[config.mk]
export PLATFORM = sky130hd
export DESIGN_NAME = keypad_scan_fifo
export DESIGN_NICKNAME = d
export VERILOG_FILES = /design/src/rtl/keypad_pkg.sv /design/src/rtl/sync_fifo.sv /design/src/rtl/keypad_scan_fifo.sv
export SDC_FILE = /design/constraint.sdc
export NUM_CORES = 1
export LEC_CHECK = 0
export CORE_MARGIN = 5
export CORE_UTILIZATION = 40
export CTS_BUF_LIST = sky130_fd_sc_hd__clkbuf_4 sky130_fd_sc_hd__clkbuf_8 sky130_fd_sc_hd__clkbuf_16
export DETAILED_ROUTE_END_ITERATION = 10
export DONT_BUFFER_PORTS = 1
export SYNTH_ARGS = -nofsm -noshare
export SYNTH_HDL_FRONTEND = slang
export SYNTH_SLANG_ARGS = --single-unit
[constraint.sdc]
create_clock -name clk -period 4.8 [get_ports clk]
set_input_delay 0.48 -clock clk [delete_from_list [all_inputs] [get_ports clk]]
set_output_delay 0.48 -clock clk [all_outputs]
set_load 0.02 [all_outputs]
[src/rtl/keypad_pkg.sv]
// Keypad scanner shared helpers: width formulas, key index, level mapping.
// Imported by keypad_scan_fifo for port widths and decode.
package keypad_pkg;

  function automatic int kw_f(input int n);
    return (n > 1) ? $clog2(n) : 1;
  endfunction

  function automatic int cnt_w_f(input int d);
    return $clog2(d + 1);
  endfunction

  function automatic int key_idx(input int row, input int col,
                                 input int ncols);
    return row * ncols + col;
  endfunction

  // Maps logical "active" to the pad level (and back).
  function automatic logic lvl(input logic b, input logic al);
    return b ^ al;
  endfunction

endpackage

[src/rtl/sync_fifo.sv]
// Small first-word fall-through FIFO, head valid whenever !empty_o.
// Ports: push_i/data_i write, pop_i read, full_o/empty_o status, head_o.
module sync_fifo #(
  parameter int WIDTH = 4,
  parameter int DEPTH = 4
) (
  input  logic             clk,
  input  logic             rst,
  input  logic             push_i,
  input  logic [WIDTH-1:0] data_i,
  input  logic             pop_i,
  output logic             full_o,
  output logic             empty_o,
  output logic [WIDTH-1:0] head_o
);

  localparam int AW = $clog2(DEPTH);

  logic [AW:0]      wr_q, wr_d;
  logic [AW:0]      rd_q, rd_d;
  logic [WIDTH-1:0] mem_q [DEPTH];
  logic             do_pop;
  logic             do_push;

  assign empty_o = (wr_q == rd_q);
  assign full_o  = (wr_q[AW] != rd_q[AW]) &&
                   (wr_q[AW-1:0] == rd_q[AW-1:0]);
  assign head_o  = empty_o ? '0 : mem_q[rd_q[AW-1:0]];

  // A pop frees the slot the same cycle, so a full FIFO still accepts.
  always_comb begin
    do_pop  = pop_i & ~empty_o;
    do_push = push_i & (~full_o | do_pop);
    wr_d    = do_push ? wr_q + 1'b1 : wr_q;
    rd_d    = do_pop ? rd_q + 1'b1 : rd_q;
  end

  always_ff @(posedge clk) begin
    if (rst) begin
      wr_q <= '0;
      rd_q <= '0;
    end else begin
      wr_q <= wr_d;
      rd_q <= rd_d;
    end
  end

  always_ff @(posedge clk) begin
    if (do_push) mem_q[wr_q[AW-1:0]] <= data_i;
  end

endmodule

[src/rtl/keypad_scan_fifo.sv]
// Matrix keypad scanner: column drive, row sync, per-key debounce, make-event FIFO.
// Ports: row_in/col_out pads, key_code/key_valid/key_ready queue, key_held, overflow.
module keypad_scan_fifo
  import keypad_pkg::*;
#(
  parameter int N_ROWS         = 4,
  parameter int N_COLS         = 4,
  parameter int SCAN_DIV       = 1000,
  parameter int DEBOUNCE_SCANS = 4,
  parameter int FIFO_DEPTH     = 4,
  parameter int ACTIVE_LOW     = 1
) (
  input  logic                                 clk,
  input  logic                                 rst,
  input  logic [N_ROWS-1:0]                    row_in,
  output logic [N_COLS-1:0]                    col_out,
  output logic [kw_f(N_ROWS*N_COLS)-1:0]       key_code,
  output logic                                 key_valid,
  input  logic                                 key_ready,
  output logic [N_ROWS*N_COLS-1:0]             key_held,
  output logic                                 overflow,
  input  logic                                 clear_overflow
);

  localparam int   NK    = N_ROWS * N_COLS;
  localparam int   KW    = kw_f(NK);
  localparam int   CNT_W = cnt_w_f(DEBOUNCE_SCANS);
  localparam int   SW    = $clog2(SCAN_DIV);
  localparam int   CW    = $clog2(N_COLS);
  localparam int   RW    = (N_ROWS > 1) ? $clog2(N_ROWS) : 1;
  localparam logic AL    = (ACTIVE_LOW != 0);

  logic [SW-1:0]     slot_q, slot_d;
  logic [CW-1:0]     col_q, col_d;
  logic [N_COLS-1:0] col_out_q, col_out_d;
  logic [N_ROWS-1:0] s1_q, s2_q;
  logic [NK-1:0]     held_q, held_d;
  logic [CNT_W-1:0]  cnt_q [NK];
  logic [CNT_W-1:0]  cnt_d [NK];
  logic [N_ROWS-1:0] pend_q, pend_d;
  logic [CW-1:0]     pcol_q, pcol_d;
  logic              ovf_q, ovf_d;

  logic              last_slot;
  logic [N_ROWS-1:0] makes;
  logic [N_ROWS-1:0] eff;
  logic [CW-1:0]     ecol;
  logic [RW-1:0]     sel;
  logic [KW-1:0]     k;
  logic              p;
  logic              push;
  logic [KW-1:0]     push_code;
  logic              drop;
  logic              full;
  logic              empty;

  always_comb begin
    last_slot = (slot_q == SW'(SCAN_DIV - 1));
    slot_d    = last_slot ? '0 : slot_q + 1'b1;
    col_d     = col_q;
    if (last_slot)
      col_d = (col_q == CW'(N_COLS - 1)) ? '0 : col_q + 1'b1;
    for (int c = 0; c < N_COLS; c++)
      col_out_d[c] = lvl(col_q == CW'(c), AL);

    held_d = held_q;
    cnt_d  = cnt_q;
    makes  = '0;
    k      = '0;
    p      = 1'b0;
    if (last_slot) begin
      for (int r = 0; r < N_ROWS; r++) begin
        k = KW'(key_idx(r, int'(col_q), N_COLS));
        p = lvl(s2_q[r], AL);
        if (p == held_q[k]) begin
          cnt_d[k] = '0;
        end else if (cnt_q[k] == CNT_W'(DEBOUNCE_SCANS - 1)) begin
          held_d[k] = p;
          cnt_d[k]  = '0;
          makes[r]  = p;
        end else begin
          cnt_d[k] = cnt_q[k] + 1'b1;
        end
      end
    end

    // Makes of the sampled column join the pending mask; lowest row
    // is pushed now, the rest drain one per cycle.
    eff  = pend_q | makes;
    ecol = last_slot ? col_q : pcol_q;
    sel  = '0;
    for (int r = N_ROWS - 1; r >= 0; r--)
      if (eff[r]) sel = RW'(r);
    push   = |eff;
    pend_d = eff;
    if (push) pend_d[sel] = 1'b0;
    pcol_d    = ecol;
    push_code = KW'(key_idx(int'(sel), int'(ecol), N_COLS));

    drop  = push & full & ~key_ready;
    ovf_d = ovf_q;
    if (drop)
      ovf_d = 1'b1;
    else if (clear_overflow)
      ovf_d = 1'b0;
  end

  always_ff @(posedge clk) begin
    if (rst) begin
      slot_q <= '0;
      col_q  <= '0;
      for (int c = 0; c < N_COLS; c++)
        col_out_q[c] <= lvl(c == 0, AL);
      s1_q   <= '0;
      s2_q   <= '0;
      held_q <= '0;
      cnt_q  <= '{default: '0};
      pend_q <= '0;
      pcol_q <= '0;
      ovf_q  <= 1'b0;
    end else begin
      slot_q    <= slot_d;
      col_q     <= col_d;
      col_out_q <= col_out_d;
      s1_q      <= row_in;
      s2_q      <= s1_q;
      held_q    <= held_d;
      cnt_q     <= cnt_d;
      pend_q    <= pend_d;
      pcol_q    <= pcol_d;
      ovf_q     <= ovf_d;
    end
  end

  sync_fifo #(
    .WIDTH (KW),
    .DEPTH (FIFO_DEPTH)
  ) u_fifo (
    .clk     (clk),
    .rst     (rst),
    .push_i  (push),
    .data_i  (push_code),
    .pop_i   (key_ready),
    .full_o  (full),
    .empty_o (empty),
    .head_o  (key_code)
  );

  assign col_out   = col_out_q;
  assign key_valid = ~empty;
  assign key_held  = held_q;
  assign overflow  = ovf_q;

endmodule

Yosys cells after proc, flatten, opt, wreduce, memory -nomap -nowiden. Memories as Yosys holds them, arrays and structs flattened. A register that Yosys moved wholly into a read port is not among the register bits. Cells that the tools add are included. W data, S select, Z words.

Register bits after elaboration: 101. RAM bits: 16. Logic and storage cells: 209. Memories kept: 1.

Add/sub/neg operators: 12. Magnitude comparators: 18. Equal/unequal tests: 15. Multiplexer cells: 91. Bitwise operators: 31. Reductions and logical operators: 14.

Memory list: u_fifo.mem_q (depth 4, bits a word 4, read ports 1, clocked after Yosys merged registers in 1, wr ports 1, line sync_fifo.sv:21) `logic [WIDTH-1:0] mem_q [DEPTH];`.

Operators by type and width (count): $mux W48 (11); $and A48 B48 Y48 (4); $bwmux W48 (4); $not A48 Y48 (4); $mux W16 (11); $bwmux W16 (4); $bmux W3 S4 (4); $demux W3 S4 (4); $mux W3 (12); $mux W1 (21); $ge A5 B5 Y1 const B (4); $lt A5 B1 Y1 const B (4); $add A3 B1 Y3 const B (6); $mux W2 (8); $lt A4 B5 Y1 const B (3); $not A4 Y5 (3); $bmux W1 S4 (3); $demux W1 S4 (3); $eq A3 B2 Y1 const B (4); $ge A4 B1 Y1 const B (3); $mux W4 (3); $not A1 Y1 (11); $add A10 B1 Y10 const B (1); $eq A10 B10 Y1 const B (1); other kinds (26) (45).

Longest topological paths before layout.
Depth in word-level cells: 21. Mapped depth: 10. Mapped depth without buffers: 8.

Hierarchy. A second synthesis with hierarchy kept.

Cells, all modules: 502. Area total of the unflattened synthesis: 5241.3 um^2.

Modules (own cells, without submodules): keypad_scan_fifo (times used 1, cells each 424, area an instance 4142.7 um^2); sync_fifo (times used 1, cells each 78, area an instance 1098.6 um^2).

Worst setup path before layout. Ideal clock, no wire load.

Path type: register -> register. Start: register col_q[1]. End: memory u_fifo.mem_q[0][0], enable pin. Library setup time: 0.309 ns. Arrival: 2.684 ns. Path slack: 1.807 ns. Stages on the path, launching flop included: 11. Path buffers: 2. Cells stage by stage: dfxtp_1 buf_4 buf_2 mux4_2 inv_1 ha_1 or3b_1 o22ai_2 a21oi_1 a41oi_2 and2_1.

Word-level cells in the longest chain between the ends: 14. Elaborated cells between the ends (all ways): 49.

Ends and longest elaborated chain: start: declaration (line keypad_scan_fifo.sv:34) `logic [CW-1:0] col_q, col_d;`; start signal: assignment (line keypad_scan_fifo.sv:123) `col_q <= col_d;`; $add A4 B2 Y4 or $add A3 B2 Y4 (tied branches) (line keypad_pkg.sv:15) `return row * ncols + col;`; $not A4 Y5 (not written as such) (line keypad_scan_fifo.sv:77) `end else if (cnt_q[k] == CNT_W'(DEBOUNCE_SCANS - 1)) begin`; $bmux W3 S4 (line keypad_scan_fifo.sv:77); $mux W3 (not written as such) (2 in a row) (line keypad_scan_fifo.sv:77); $eq A3 B2 Y1 (line keypad_scan_fifo.sv:77); $mux W1 (line keypad_scan_fifo.sv:77); $mux W1 (line keypad_scan_fifo.sv:75) `if (p == held_q[k]) begin`; $mux W4 (*) (line keypad_scan_fifo.sv:71) `if (last_slot) begin`; $or A4 B4 Y4 (*) (line keypad_scan_fifo.sv:89) `eff = pend_q | makes;`; $reduce_or A4 Y1 (*) (line keypad_scan_fifo.sv:94) `push = |eff;`; $and A1 B1 Y1 (*) (line sync_fifo.sv:33) `do_push = push_i & (~full_o | do_pop);`; $mux W1 (*) (line sync_fifo.sv:49) `if (do_push) mem_q[wr_q[AW-1:0]] <= data_i;`; $mux W1 (not written as such) (*) (line sync_fifo.sv:49); end: declaration (line sync_fifo.sv:21).

Mark *: on every way between the ends. The rest lies on a longest branch, timed or not. The select of a mux whose other input is x is not followed.

Worst setup path after layout.
Start: register col_q[0]. End: memory u_fifo.mem_q[2][3], data pin.

Word-level cells in the longest chain between the ends: 15. Elaborated cells between the ends (all ways): 51.

Ends and longest elaborated chain: $add A4 B2 Y4 (line keypad_pkg.sv:15); $not A4 Y5 (not written as such) (line keypad_scan_fifo.sv:77); $bmux W3 S4 (line keypad_scan_fifo.sv:77); $mux W3 (not written as such) (2 in a row) (line keypad_scan_fifo.sv:77); $eq A3 B2 Y1 (line keypad_scan_fifo.sv:77); $mux W1 (line keypad_scan_fifo.sv:77); $mux W1 (line keypad_scan_fifo.sv:75); $mux W4 (line keypad_scan_fifo.sv:71); $or A4 B4 Y4 (line keypad_scan_fifo.sv:89); $mux W2 (4 in a row) (line keypad_scan_fifo.sv:93) `if (eff[r]) sel = RW'(r);`; $add A4 B2 Y4 (*) (line keypad_pkg.sv:15); named net push_code[3] (line keypad_scan_fifo.sv:52) `logic [KW-1:0] push_code;`.

Mark *: on every way through the listed nets, which the timed path passes. The rest lies on a longest branch. The select of a mux whose other input is x is not followed.

==> reports/qor.csv <==
metric;value;unit
Startpoint Class;flop;
port bufs;0;
area grow syn2layout;12.35;%
Slew Viols, Final;0;
crit end category;flop;
met2 Usage GRT;25.33;%
worst clock skew;0.009250;ns
CTS Hold Bufs;0;
HPWL Detailed;8158;um
number of flops mapped to enable cells by yosys;16;
initial core utilization;40.57;%
I/O pins;34;
CTS clk-pin slew, worst paths;0.05;ns
maximum vdd drop;0.3012;mV
largest net degree at the start of global routing;102;
Slowest-stage cell, CP;dfxtp_1;
die height;125.4;um
CP max FO;14;
Clock Tree Buf Depth;2;
RSZ-0062 raised after global routing;false;
CTS tree;built;
# setup viols final;0;
# resized after CTS;0;
clk_lat worst skew;0.42;ns
Top FF cell, synth;dfxtp_1;
Final Cell Area;0.005988;mm^2
Final TNS setup;0;ns
syn nets;521;
Bufs and invs on worst path;1;
Final Hold Violating Endpoints;0;
Antenna diodes;0;
most used cell, CP;ha_1;
Synth async-reset ratio;0;%
Arr. time, crit path;3.32;ns
overall power;2.399;mW
fmax;0.3125;GHz
post-route clock period utilization;66.67;%
Post-route DRC;0;
Post-DP Area;0.005414;mm^2
drt wl/cell;18.36;um
H-tree depth;4;
total routed wirelength;12400;um
GR Layer Usage met1;20.43;%
layout cells sized above 1;13.83;%
Final Critical Period;3.200;ns
Seq/Total Area, Yosys;47.70;%
Core Region;0.01314;mm^2
highest-count cells in the layout ignoring fill and taps;dfxtp_1, nand3b_1, o21ai_0, nor2_1, a21oi_1;
post-detailed-route count of antenna-violating nets;0;
met3 usage;5.075;%
netlist area before placement;0.005330;mm^2
first-pass GRT wire length;19620;um
drt via density;5.529;
Syn Inst Count;495;
RePlAce Congestion;0.7855;
placement row count;42;
postcts setup bufs;0;
CTS Sinks;119;
total CTS buffers;17;
initial antenna violation count;0;
First-pass DRT Iterations;4;
Relative slew margins;18.95;%
max cap viols;0;
Clk Tree Root Cell;clkbuf_16;
GR peak layer;met2;
P per Cell Area;400.5;mW/mm^2
gr ovfl total;0;
First DRT Iteration DRCs;253;
Syn Area/Cell;10.77;um^2
Slew @ Worst Pin;1.211;ns
Nets;512;
Die Wd;125.4;um
crit-path max cell delay;0.70;ns
total track usage;16.10;%
vias in the first global route;3528;
Min-Delay Path Class;in -> reg;
static leakage;2.062;nW
Synth cell types;53;
commonest non-fill, non-tap cell in the layout;dfxtp_1;
via count;3732;
Req. time, crit path;4.92;ns
synthesis-stage register bit count;119;
run status;finished clean;
synth warn;0;
crit path kind;reg -> reg;
total die area;0.01573;mm^2
Crit path max-delay family;compound AO/OA/AOI/OAI gates;
crit-path cells;buf_4 > mux4_2 > ha_1 > ha_1 > a41o_1 > a211oi_1;
[metal layers]
metal	vias to the layer above	share of wire, %	wire length (um)
met4	0	1.8	224
met2	102	49	6029
li1	1785	-	-
met5	-	0	0
met3	16	6.1	753
met1	1829	43	5389
[state kept, by name, summed over array words and instances (netlist names), 3 cells and up, named ones only]
| signal | count |
|---|---|
| cnt_q | 48 |
| col_out | 4 |
| key_held | 16 |
| pend_q | 4 |
| s1_q | 4 |
| s2_q | 4 |
| slot_q | 10 |
| u_fifo.mem_q | 16 |
| u_fifo.rd_q | 3 |
| u_fifo.wr_q | 3 |
[synthesized netlist by cell type, drive strengths merged, types with 2 or more instances]
cell | number | area (um^2)
nor4b | 2 | 32.53
mux2i | 2 | 20.02
o31ai | 2 | 15.01
nand3 | 9 | 50.05
dfxtp | 103 | 2062
nor2 | 28 | 112.6
a211oi | 3 | 22.52
o311ai | 3 | 26.28
buf | 13 | 82.58
nand2 | 17 | 63.81
nand3b | 51 | 382.9
xnor2 | 10 | 87.58
xor2 | 7 | 61.31
and2 | 12 | 75.07
o21ai | 52 | 260.3
inv | 20 | 75.07
edfxtp | 16 | 480.5
a311oi | 12 | 105.1
nand2b | 13 | 86.34
a41o | 3 | 30.03
nor3 | 2 | 10.01
mux4 | 20 | 461.7
a41oi | 4 | 65.06
ha | 18 | 225.2
clkbuf | 17 | 68.82
mux2 | 4 | 45.04
a21oi | 22 | 110.1
nor2b | 10 | 62.56
or3 | 6 | 37.54
[final cells by class]
cell class              count  area (um^2)
clock inverters            13        127.6
clock buffers              19        446.7
multi-input cells         326         2561
repair buffers              2        15.01
well taps                 176        220.2
flip-flops and latches    119         2542
fillers                  1259         7149
inverters                  20        75.07
[kinds of logic (layout without fill, tap and decap cells)]
group / count (synthesis) / count (layout) / share of synthesized area (%)
DFF: 119 / 119 / 47.70
adders and majority gates: 18 / 18 / 4.225
muxes: 26 / 26 / 9.883
AOI/OAI and AO/OA: 106 / 106 / 12.77
buffers and inverters: 50 / 54 / 4.249
and+or+nand+nor: 158 / 158 / 18.31
xor gates and xnor gates: 17 / 17 / 2.793
other: 1 / 1 / 0.07035
[power breakdown]
part / switching [mW] / internal [mW] / total [mW]
clock network: 0.454 / 0.778 / 1.23
logic: 0.0646 / 0.0504 / 0.115
registers: 0.0214 / 1.03 / 1.05
total: 0.540 / 1.86 / 2.40
[path summary, 6_finish.rpt]
| kind | start | endpoint | slack [ns] | cells past startpoint |
|---|---|---|---|---|
| min | rst | s1_q[3] | 0.13 | 1 |
| max | col_q[0] | u_fifo.mem_q[2][3] | 1.60 | 6 |
| min reg2reg | s1_q[1] | s2_q[1] | 0.43 | 1 |
| max reg2reg | col_q[0] | u_fifo.mem_q[2][3] | 1.60 | 6 |
[per-stage QoR]
stage	setup WS [ns]	cells	util (%)	hold slack, ns
floorplan	1.807	495	-	0.4138
global placement	1.746	643	41.21	0.4169
detailed placement	1.599	643	41.21	0.4218
CTS	1.583	675	45.58	0.1144
global route	1.425	675	45.58	0.1206
finish	1.600	675	45.58	0.1338
Note: power is estimated with default switching activity, not from simulation.
